## src/rtl/exponent_sub_pipe.sv

```systemverilog
// Two-stage pipelined biased-exponent subtractor (diff = exp1 - exp2 + BIAS, saturating); latency 2 cycles,
// stalls via in_ready = !s1_valid || !s2_valid || out_ready. Optional special-operand decode under EXP_SPECIAL_EN.
module exponent_sub_pipe #(
   parameter int BIAS = 127
) (
   input  logic       clk,
   input  logic       rst_n,
   input  logic [7:0] exp1,
   input  logic [7:0] exp2,
   input  logic       in_valid,
   output logic       in_ready,
   output logic [7:0] diff,
   output logic       ovf,
   output logic       unf,
   output logic [1:0] spc,
   output logic       out_valid,
   input  logic       out_ready
);

   localparam logic signed [9:0] BIAS_S = 10'(BIAS);

   logic              s1_valid;
   logic signed [9:0] s1_t;
   logic [1:0]        s1_spc;
   logic              s2_valid;

   logic              accept;
   logic              s1_adv;
   logic signed [9:0] t_nxt;
   logic [1:0]        spc_nxt;
   logic signed [9:0] r;
   logic [7:0]        diff_nxt;
   logic              ovf_nxt;
   logic              unf_nxt;

   assign in_ready  = !s1_valid || !s2_valid || out_ready;
   assign accept    = in_valid && in_ready;
   assign s1_adv    = s1_valid && (!s2_valid || out_ready);
   assign out_valid = s2_valid;
   assign t_nxt     = $signed({2'b00, exp1}) - $signed({2'b00, exp2});

   always_comb begin
      spc_nxt = 2'b00;
`ifdef EXP_SPECIAL_EN
      // NaN outranks div-by-zero/inf, which outranks zero.
      if ((exp1 == 8'h00 && exp2 == 8'h00) || (exp1 == 8'hFF && exp2 == 8'hFF))
         spc_nxt = 2'b11;
      else if (exp1 == 8'hFF || exp2 == 8'h00)
         spc_nxt = 2'b10;
      else if (exp1 == 8'h00 || exp2 == 8'hFF)
         spc_nxt = 2'b01;
`endif
   end

   always_comb begin
      r        = s1_t + BIAS_S;
      diff_nxt = r[7:0];
      ovf_nxt  = 1'b0;
      unf_nxt  = 1'b0;
      if (s1_spc == 2'b11 || s1_spc == 2'b10) begin
         diff_nxt = 8'hFF;
      end else if (s1_spc == 2'b01) begin
         diff_nxt = 8'h00;
      end else if (r >= 10'sd255) begin
         diff_nxt = 8'hFF;
         ovf_nxt  = 1'b1;
      end else if (r <= 10'sd0) begin
         diff_nxt = 8'h00;
         unf_nxt  = 1'b1;
      end
   end

   always_ff @(posedge clk) begin
      if (!rst_n) begin
         s1_valid <= 1'b0;
         s1_t     <= '0;
         s1_spc   <= 2'b00;
      end else if (accept) begin
         s1_valid <= 1'b1;
         s1_t     <= t_nxt;
         s1_spc   <= spc_nxt;
      end else if (s1_adv) begin
         s1_valid <= 1'b0;
      end
   end

   // S2 only reloads when S1 advances, so a stalled result stays put.
   always_ff @(posedge clk) begin
      if (!rst_n) begin
         s2_valid <= 1'b0;
         diff     <= 8'h00;
         ovf      <= 1'b0;
         unf      <= 1'b0;
         spc      <= 2'b00;
      end else if (s1_adv) begin
         s2_valid <= 1'b1;
         diff     <= diff_nxt;
         ovf      <= ovf_nxt;
         unf      <= unf_nxt;
         spc      <= s1_spc;
      end else if (out_ready) begin
         s2_valid <= 1'b0;
      end
   end

endmodule

```

## config.mk

```make
export PLATFORM = sky130hd
export DESIGN_NAME = exponent_sub_pipe
export DESIGN_NICKNAME = d
export VERILOG_FILES = /design/src/rtl/exponent_sub_pipe.sv
export SDC_FILE = /design/constraint.sdc
export NUM_CORES = 1
export LEC_CHECK = 0
export CORE_MARGIN = 2
export CORE_UTILIZATION = 34
export DETAILED_ROUTE_END_ITERATION = 16
export PLACE_DENSITY = 0.63
export SYNTH_ARGS = -nofsm -noshare
export SYNTH_HDL_FRONTEND = slang
export SYNTH_SLANG_ARGS = --single-unit
```

## constraint.sdc

```tcl
create_clock -name clk -period 5.9 [get_ports clk]
set_input_delay 0.885 -clock clk [delete_from_list [all_inputs] [get_ports clk]]
set_output_delay 0.885 -clock clk [all_outputs]
set_load 0.005 [all_outputs]
```

==> summary.txt, run 1 <==
Route
  – WL/cell: 11.1 um
  – Drt pass-1 iters: 4
  – Drt drc: 0
  – Iteration-0 DRC Markers: 36
  – WL final: 2.92 mm
  – Post-DRT Antenna Nets: 0
  – Via count: 1315
  – Vias per cell: 4.98

Critical path
  – Cell mode on critical path: clkdlybuf4s50_1
  – CP Class: input pin to output pin
  – Crit path from: out_ready
  – Worst Setup Start Kind: input pin
  – Critical path fanouts, max: 5
  – CP Cell Sequence: clkdlybuf4s50_1, nor2b_1, nand2_1, clkdlybuf4s50_1
  – Crit. End Element: output pin
  – WP data arrival: 2.12 ns
  – CP required: 5.02 ns
  – Largest stage delay on the critical path: 0.46 ns
  – Max stage delay cell, worst path: clkdlybuf4s50_1
  – Crit Reg-Reg Startpoint: s1_t[0]

Logic synthesis
  – Most frequent cell after synthesis: dfxtp_1
  – Post-synth EDFFs: 0
  – Mux cell area share after synthesis: 0.657%
  – Mean Syn Cell Area: 8.14 sq um
  – Synthesized flop and latch total: 21
  – Post-synthesis compound-gate area fraction: 19.6%
  – Post-synthesis xor/xnor area fraction: 5.75%
  – Synth cell types: 49
  – Area of the mapped netlist: 1520 sq um
  – Synth area leaders: dfxtp_1 (28%), ha_1 (9.0%), nand2_1 (3.9%), inv_1 (3.5%), nor2_1 (3.5%)
  – Synthesized instance count: 187
  – Largest area contributor in the netlist: dfxtp_1
  – Register area share after synthesis: 27.6%
  – Syn. warnings: 0
  – Ys async rst share: 0%
  – Simple-Gate Fraction of Synth Area: 28.1%
  – Post-synth top flop: dfxtp_1
  – Yosys top cell area share: 27.6%
  – Commonest cells in the netlist: dfxtp_1 (21), nand2_1 (16), inv_1 (14), nor2_1 (14), ha_1 (11)
  – Synth Area in Adders: 10.4%
  – Largest family of logic cells by synthesized area: simple AND/OR/NAND/NOR gates

STA
  – Unrepaired setup endpoints after global routing: false
  – Min Tclk post-route: 3.01 ns
  – Fmax: 333 MHz
  – Hold_ws: 0.451 ns
  – Post-route setup TNS: 0 ns
  – Worst slew margin: 50.9%
  – Hold Vio Cnt, Final: 0
  – Slew @ Worst Pin: 0.735 ns
  – Final clock skew: 0.00169 ns
  – Setup violators final: 0
  – Crit share post-route: 51.0%
  – Pins over their slew limit: 0

Power and ir drop
  – Maximum VDD drop: 77.4 uV
  – Cell Pwr Density: 213 nW/um^2
  – Int Pwr: 271 uW
  – Pwr Total: 401 uW
  – Logic gate share of total power: 33.2%
  – Sw Share: 32.5%
  – Psw: 130 uW
  – Leak pwr: 0.000764 uW
  – Flop pwr share: 42.7%
  – Clock network fraction of total power: 24.1%

Clocking
  – Clock latency on the worst-skew pair: 0.26 ns
  – H-Tree Depth: 1
  – Clock Root Buffer: clkbuf_8
  – Clock sinks: 21
  – Hold_buf cts: 0
  – Post-CTS setup buffers: 0
  – CTS max path bufs: 2
  – Post-CTS sizing: 0
  – CTS buffer count: 3
  – Worst-path clk slew: 0.08 ns
  – CTS tree: done

Finish
  – Synthesis-to-layout area growth: 23.7%
  – Area of the multi-input gates: 988 sq um
  – Final net count: 245
  – Layout cells sized above 1: 7.08%
  – ANT cells: 0
  – Fillers: 459
  – FF+latch area: 420 sq um

GRT
  – Met2 Use GR: 21.5%
  – Met3 Use GR: 1.28%
  – Busiest grt layer: met2
  – Total grt overflow: 0
  – Vias in the first global route: 1206
  – First-pass GRT wire length: 5.26 mm
  – Initial antenna violation count: 0
  – Total GRT Usage: 12.7%
  – Largest net degree at the start of global routing: 23
  – GR Util met1: 16.4%

Placed design
  – Port Buf Inserts: 31
  – DP HPWL: 2.29 mm
  – RePlAce Congestion: 0.807

Floorplanning
  – Initial Utilization: 35.2%
  – CORE AREA: 4320 sq um
  – Die area: 5030 sq um
  – # IOs: 34
  – Row count: 24
  – Die Y: 70.9 um
  – Die Wd: 70.9 um

Min path
  – Hold WC Path Type: flop to flop
  – Worst hold path startpoint: ovf

Job
  – Max-cap violations: 0

Outcome
  – Status: completed
-- critical path, delay by kind of cell --
kind | cells | cell delay [ns]
and+or+nand+nor | 2 | 0.38
buffers and inverters | 2 | 0.86
-- final cells by class --
| cell class | count | share of cell area [%] |
|---|---|---|
| timing repair buffer | 31 | 16.5 |
| multi-input combinational | 142 | 52.5 |
| clock buffer | 3 | 2.19 |
| clock inverter | 1 | 0.266 |
| sequential | 21 | 22.3 |
| inverter | 14 | 2.79 |
| tap | 52 | 3.46 |
-- routing by layer --
layer	up-vias	routed length, um	share of wire [%]
met3	4	102	3.5
met2	30	1380	47
met1	575	1390	48
met5	-	0	0
met4	0	48	1.6
li1	706	-	-
-- kinds of logic after synthesis --
logic type,after synthesis
xor+xnor,10
mux,1
buf+inv,25
other cells,1
fa+ha+maj,12
compound gates,41
simple gates,76
flops,21
-- path summary, 6_finish.rpt --
kind         endpoint  slack [ns]  depth (start not counted)
max reg2reg   diff[0]        3.61                          8
min               ovf        0.45                          2
min reg2reg       ovf        0.45                          2
max          in_ready        2.89                          4
-- power groups by stage --
stage          registers, uW  clock network (uW)  logic (uW)
2_1_floorplan            166                   0         103
3_3_place_gp             174                   0         133
3_5_place_dp             175                   0         134
4_1_cts                  172                 101         135
5_1_grt                  175                 105         151
6_report                 171                96.8         133
-- cells in the final DEF, fill, tap and decap left out, types with 2 or more instances in the layout --
cell type	synthesis	routed
conb_1	1	2
a21oi_1	6	6
nand2b_1	3	3
nor3_1	10	10
and2_1	2	2
a211oi_1	3	3
o211ai_1	2	2
o21a_1	2	2
nand3_1	8	8
or3_4	2	2
clkbuf_8	0	3
a21boi_0	3	3
o21ai_0	10	10
nand2_1	16	16
o21ai_2	3	3
clkdlybuf4s50_1	0	31
nor3_2	2	2
nand4_1	2	2
xnor2_1	5	5
nor2_1	14	14
inv_1	14	14
ha_1	11	11
xor2_1	5	5
o211a_1	3	3
nor2b_1	5	5
a211o_1	2	2
dfxtp_1	21	21
nand3b_1	2	2
-- stage by stage --
stage / setup WS [ns] / util (%) / cells / cell area (sq um)
6_report: 2.89 / 43.5 / 264 / 1880
5_1_grt: 2.77 / 43.5 / 264 / 1880
4_1_cts: 2.89 / 43.5 / 264 / 1880
3_5_place_dp: 2.88 / 42.5 / 260 / 1840
3_3_place_gp: 2.91 / 42.5 / 260 / 1840
2_1_floorplan: 3.55 / - / 188 / 1530
-- registers in the layout, indices dropped and copies added, names as in the netlist --
name       cells
ovf            1
out_valid      1
s1_t           9
diff           8
s1_valid       1
unf            1
(Power assumes the default switching activity.)
==> run 2, diff against run 1 <==
--- a/config.mk
+++ b/config.mk
@@ -8,7 +8,7 @@
 export CORE_MARGIN = 2
 export CORE_UTILIZATION = 34
 export DETAILED_ROUTE_END_ITERATION = 16
-export PLACE_DENSITY = 0.63
+export PLACE_DENSITY = 0.65
 export SYNTH_ARGS = -nofsm -noshare
 export SYNTH_HDL_FRONTEND = slang
 export SYNTH_SLANG_ARGS = --single-unit
==> constraint.sdc (replaced) <==
create_clock -name clk -period 2.7 [get_ports clk]
set_input_delay 0.405 -clock clk [delete_from_list [all_inputs] [get_ports clk]]
set_output_delay 0.405 -clock clk [all_outputs]
set_load 0.005 [all_outputs]
==> run 2 against run 1 <==
  * Critical path depth grew 4
  * Largest power group unchanged
  * Clock-buffer cell count up 1
  * Clock power up 120%
  * Sequential power is 120% higher
  * Cell count rose by 0.76%
  * Worst setup slack got worse by 2.5 ns
==> summary.txt, run 2 (synthesis gave the netlist of run 1 again) <==
Placed design
  – Port Buf Inserts: 31 (unchanged)
  – DP HPWL: 2.27 mm (was 2.29 mm)
  – RePlAce Congestion: 0.816 (was 0.807)
  – DP Area: 1850 sq um (was 1840 sq um)
  – Placed cell count: 262 (was 260)

GRT
  – Total grt overflow: 0 (unchanged)
  – Initial antenna violation count: 0 (unchanged)
  – Total GRT Usage: 12.1% (was 12.7%)
  – First-pass GRT wire length: 5.13 mm (was 5.26 mm)
  – Largest net degree at the start of global routing: 22 (was 23)
  – Vias in the first global route: 1225 (was 1206)

Route
  – Drt drc: 0 (unchanged)
  – Vias per cell: 4.90 (was 4.98)
  – Drt pass-1 iters: 4 (unchanged)
  – WL final: 2.92 mm (unchanged)
  – WL/cell: 11.0 um (was 11.1 um)
  – Via count: 1303 (was 1315)
  – Post-DRT Antenna Nets: 0 (unchanged)
  – Iteration-0 DRC Markers: 34 (was 36)

Finish
  – Fin util: 43.9% (was 43.5%)
  – Synthesis-to-layout area growth: 24.6% (was 23.7%)
  – ANT cells: 0 (unchanged)
  – Final non-filler cell total: 266 (was 264)
  – Area of the multi-input gates: 988 sq um (unchanged)
  – Most common cell after layout, fill and taps aside: clkdlybuf4s50_1 (unchanged)
  – Top flop regs: s1_t: 9 flops, diff: 8 flops (unchanged)
  – Number of flip-flops under the largest register name: 9 (unchanged)
  – Most frequent cells in the layout: clkdlybuf4s50_1 (31), dfxtp_1 (21), nand2_1 (16) (unchanged)
  – Register bank with the most flops: s1_t (unchanged)
  – Layout cells sized above 1: 7.48% (was 7.08%)
  – Fillers: 468 (was 459)
  – Final net count: 247 (was 245)
  – Final Instance Area: 1900 sq um (was 1880 sq um)
  – FF+latch area: 420 sq um (unchanged)

Critical path
  – CP Cell Sequence: inv_1, ha_1, or2b_1, o211a_1, o21ai_2, a211o_1, a211oi_1, nor3_1 (was clkdlybuf4s50_1, nor2b_1, nand2_1, clkdlybuf4s50_1)
  – WP data arrival: 2.50 ns (was 2.12 ns)
  – Max stage delay cell, worst path: dfxtp_1 (was clkdlybuf4s50_1)
  – Crit. End Element: flop (was output pin)
  – Critical path fanouts, max: 7 (was 5)
  – Worst Setup Start Kind: flop (was input pin)
  – Largest stage delay on the critical path: 0.47 ns (was 0.46 ns)
  – CP bufs+invs: 1 (was 2)
  – Critical path's top delay family: compound AO/OA/AOI/OAI gates (was buffers and inverters)
  – CP required: 2.85 ns (was 5.02 ns)
  – CP Class: flop to flop (was input pin to output pin)

Power and ir drop
  – Maximum VDD drop: 172 uV (was 77.4 uV)
  – Cell Pwr Density: 465 nW/um^2 (was 213 nW/um^2)
  – Leak pwr: 0.000771 uW (was 0.000764 uW)

Job
  – Max-cap violations: 0 (unchanged)

STA
  – Setup violators final: 0 (unchanged)
  – Worst slew margin: 64.7% (was 50.9%)
  – Hold Vio Cnt, Final: 0 (unchanged)
  – Crit share post-route: 86.8%
  – Pins over their slew limit: 0 (unchanged)
  – Unrepaired setup endpoints after global routing: false (unchanged)
  – Fmax: 427 MHz
  – Final clock skew: 0.00249 ns (was 0.00169 ns)
  – Post-route setup TNS: 0 ns (unchanged)
  – Slew @ Worst Pin: 0.529 ns (was 0.735 ns)
  – Min Tclk post-route: 2.34 ns

Outcome
  – Status: completed (unchanged)

Clocking
  – H-Tree Depth: 1 (unchanged)
  – CTS buffer count: 3 (unchanged)
  – Hold_buf cts: 0 (unchanged)
  – Clock latency on the worst-skew pair: 0.27 ns (was 0.26 ns)
  – Clock sinks: 21 (unchanged)
  – CTS tree: done (unchanged)
  – Post-CTS setup buffers: 0 (unchanged)
  – Clock Root Buffer: clkbuf_8 (unchanged)
  – Post-CTS sizing: 0 (unchanged)
  – Worst-path clk slew: 0.08 ns (about the same)
  – CTS max path bufs: 2 (unchanged)

Floorplanning
  – Die Wd: 70.9 um (unchanged)
  – # IOs: 34 (unchanged)
  – Die Y: 70.9 um (unchanged)
  – Row count: 24 (unchanged)
  – CORE AREA: 4320 sq um (unchanged)
  – Initial Utilization: 35.2% (unchanged)
  – Die area: 5030 sq um (unchanged)

Min path
  – Hold WC Path Type: flop to flop (unchanged)
## run 2: cell count changes in the layout (fill, tap and decap cells not counted)
| cell | delta |
|---|---|
| buf_4 | +2 |
| clkbuf_1 | +1 |
| clkinv_2 | -1 |
## run 2: worst min-delay path, cell delays in order, from the launching register on
cell and delay, ns:
dfxtp_1 0.32, nand3_1 0.06, nand2_1 0.04
## run 2: worst paths after layout
check	end	slack (ns)	start	cells after the start
setup / recovery	diff[0]	0.36	s1_t[0]	8
hold / removal	ovf	0.46	ovf	2
setup reg to reg	diff[0]	0.36	s1_t[0]	8
hold reg to reg	ovf	0.46	ovf	2
## run 2: through the flow
stage	setup WS (ns)	total power, uW	hold slack (ns)
2_1_floorplan	0.690	589	0.446
3_3_place_gp	0.211	673	0.438
3_5_place_dp	0.152	675	0.444
4_1_cts	0.364	886	0.454
5_1_grt	0.232	938	0.486
6_report	0.357	881	0.455
## run 2: metal layers
layer  global-route usage (%)  part of all wire, %  up-vias
li1                         -                    -      706
met1                     16.9                   51      561
met2                     19.1                   44       31
met3                     1.42                  3.3        5
met4                     5.03                  2.0        0
met5                        0                    0        -
## run 2: layout make-up
cell class / instances / area share, %
flip-flops and latches: 21 / 22.2
clock buffers: 4 / 2.37
multi-input cells: 142 / 52.1
well taps: 52 / 3.43
repair buffers: 33 / 17.2
inverters: 14 / 2.77
## run 2: power breakdown
group | switching (uW) | internal [uW] | leakage (uW)
Clock | 108 | 105 | 0.0000228
Sequential | 37.2 | 337 | 0.000173
Combinational | 139 | 154 | 0.000575
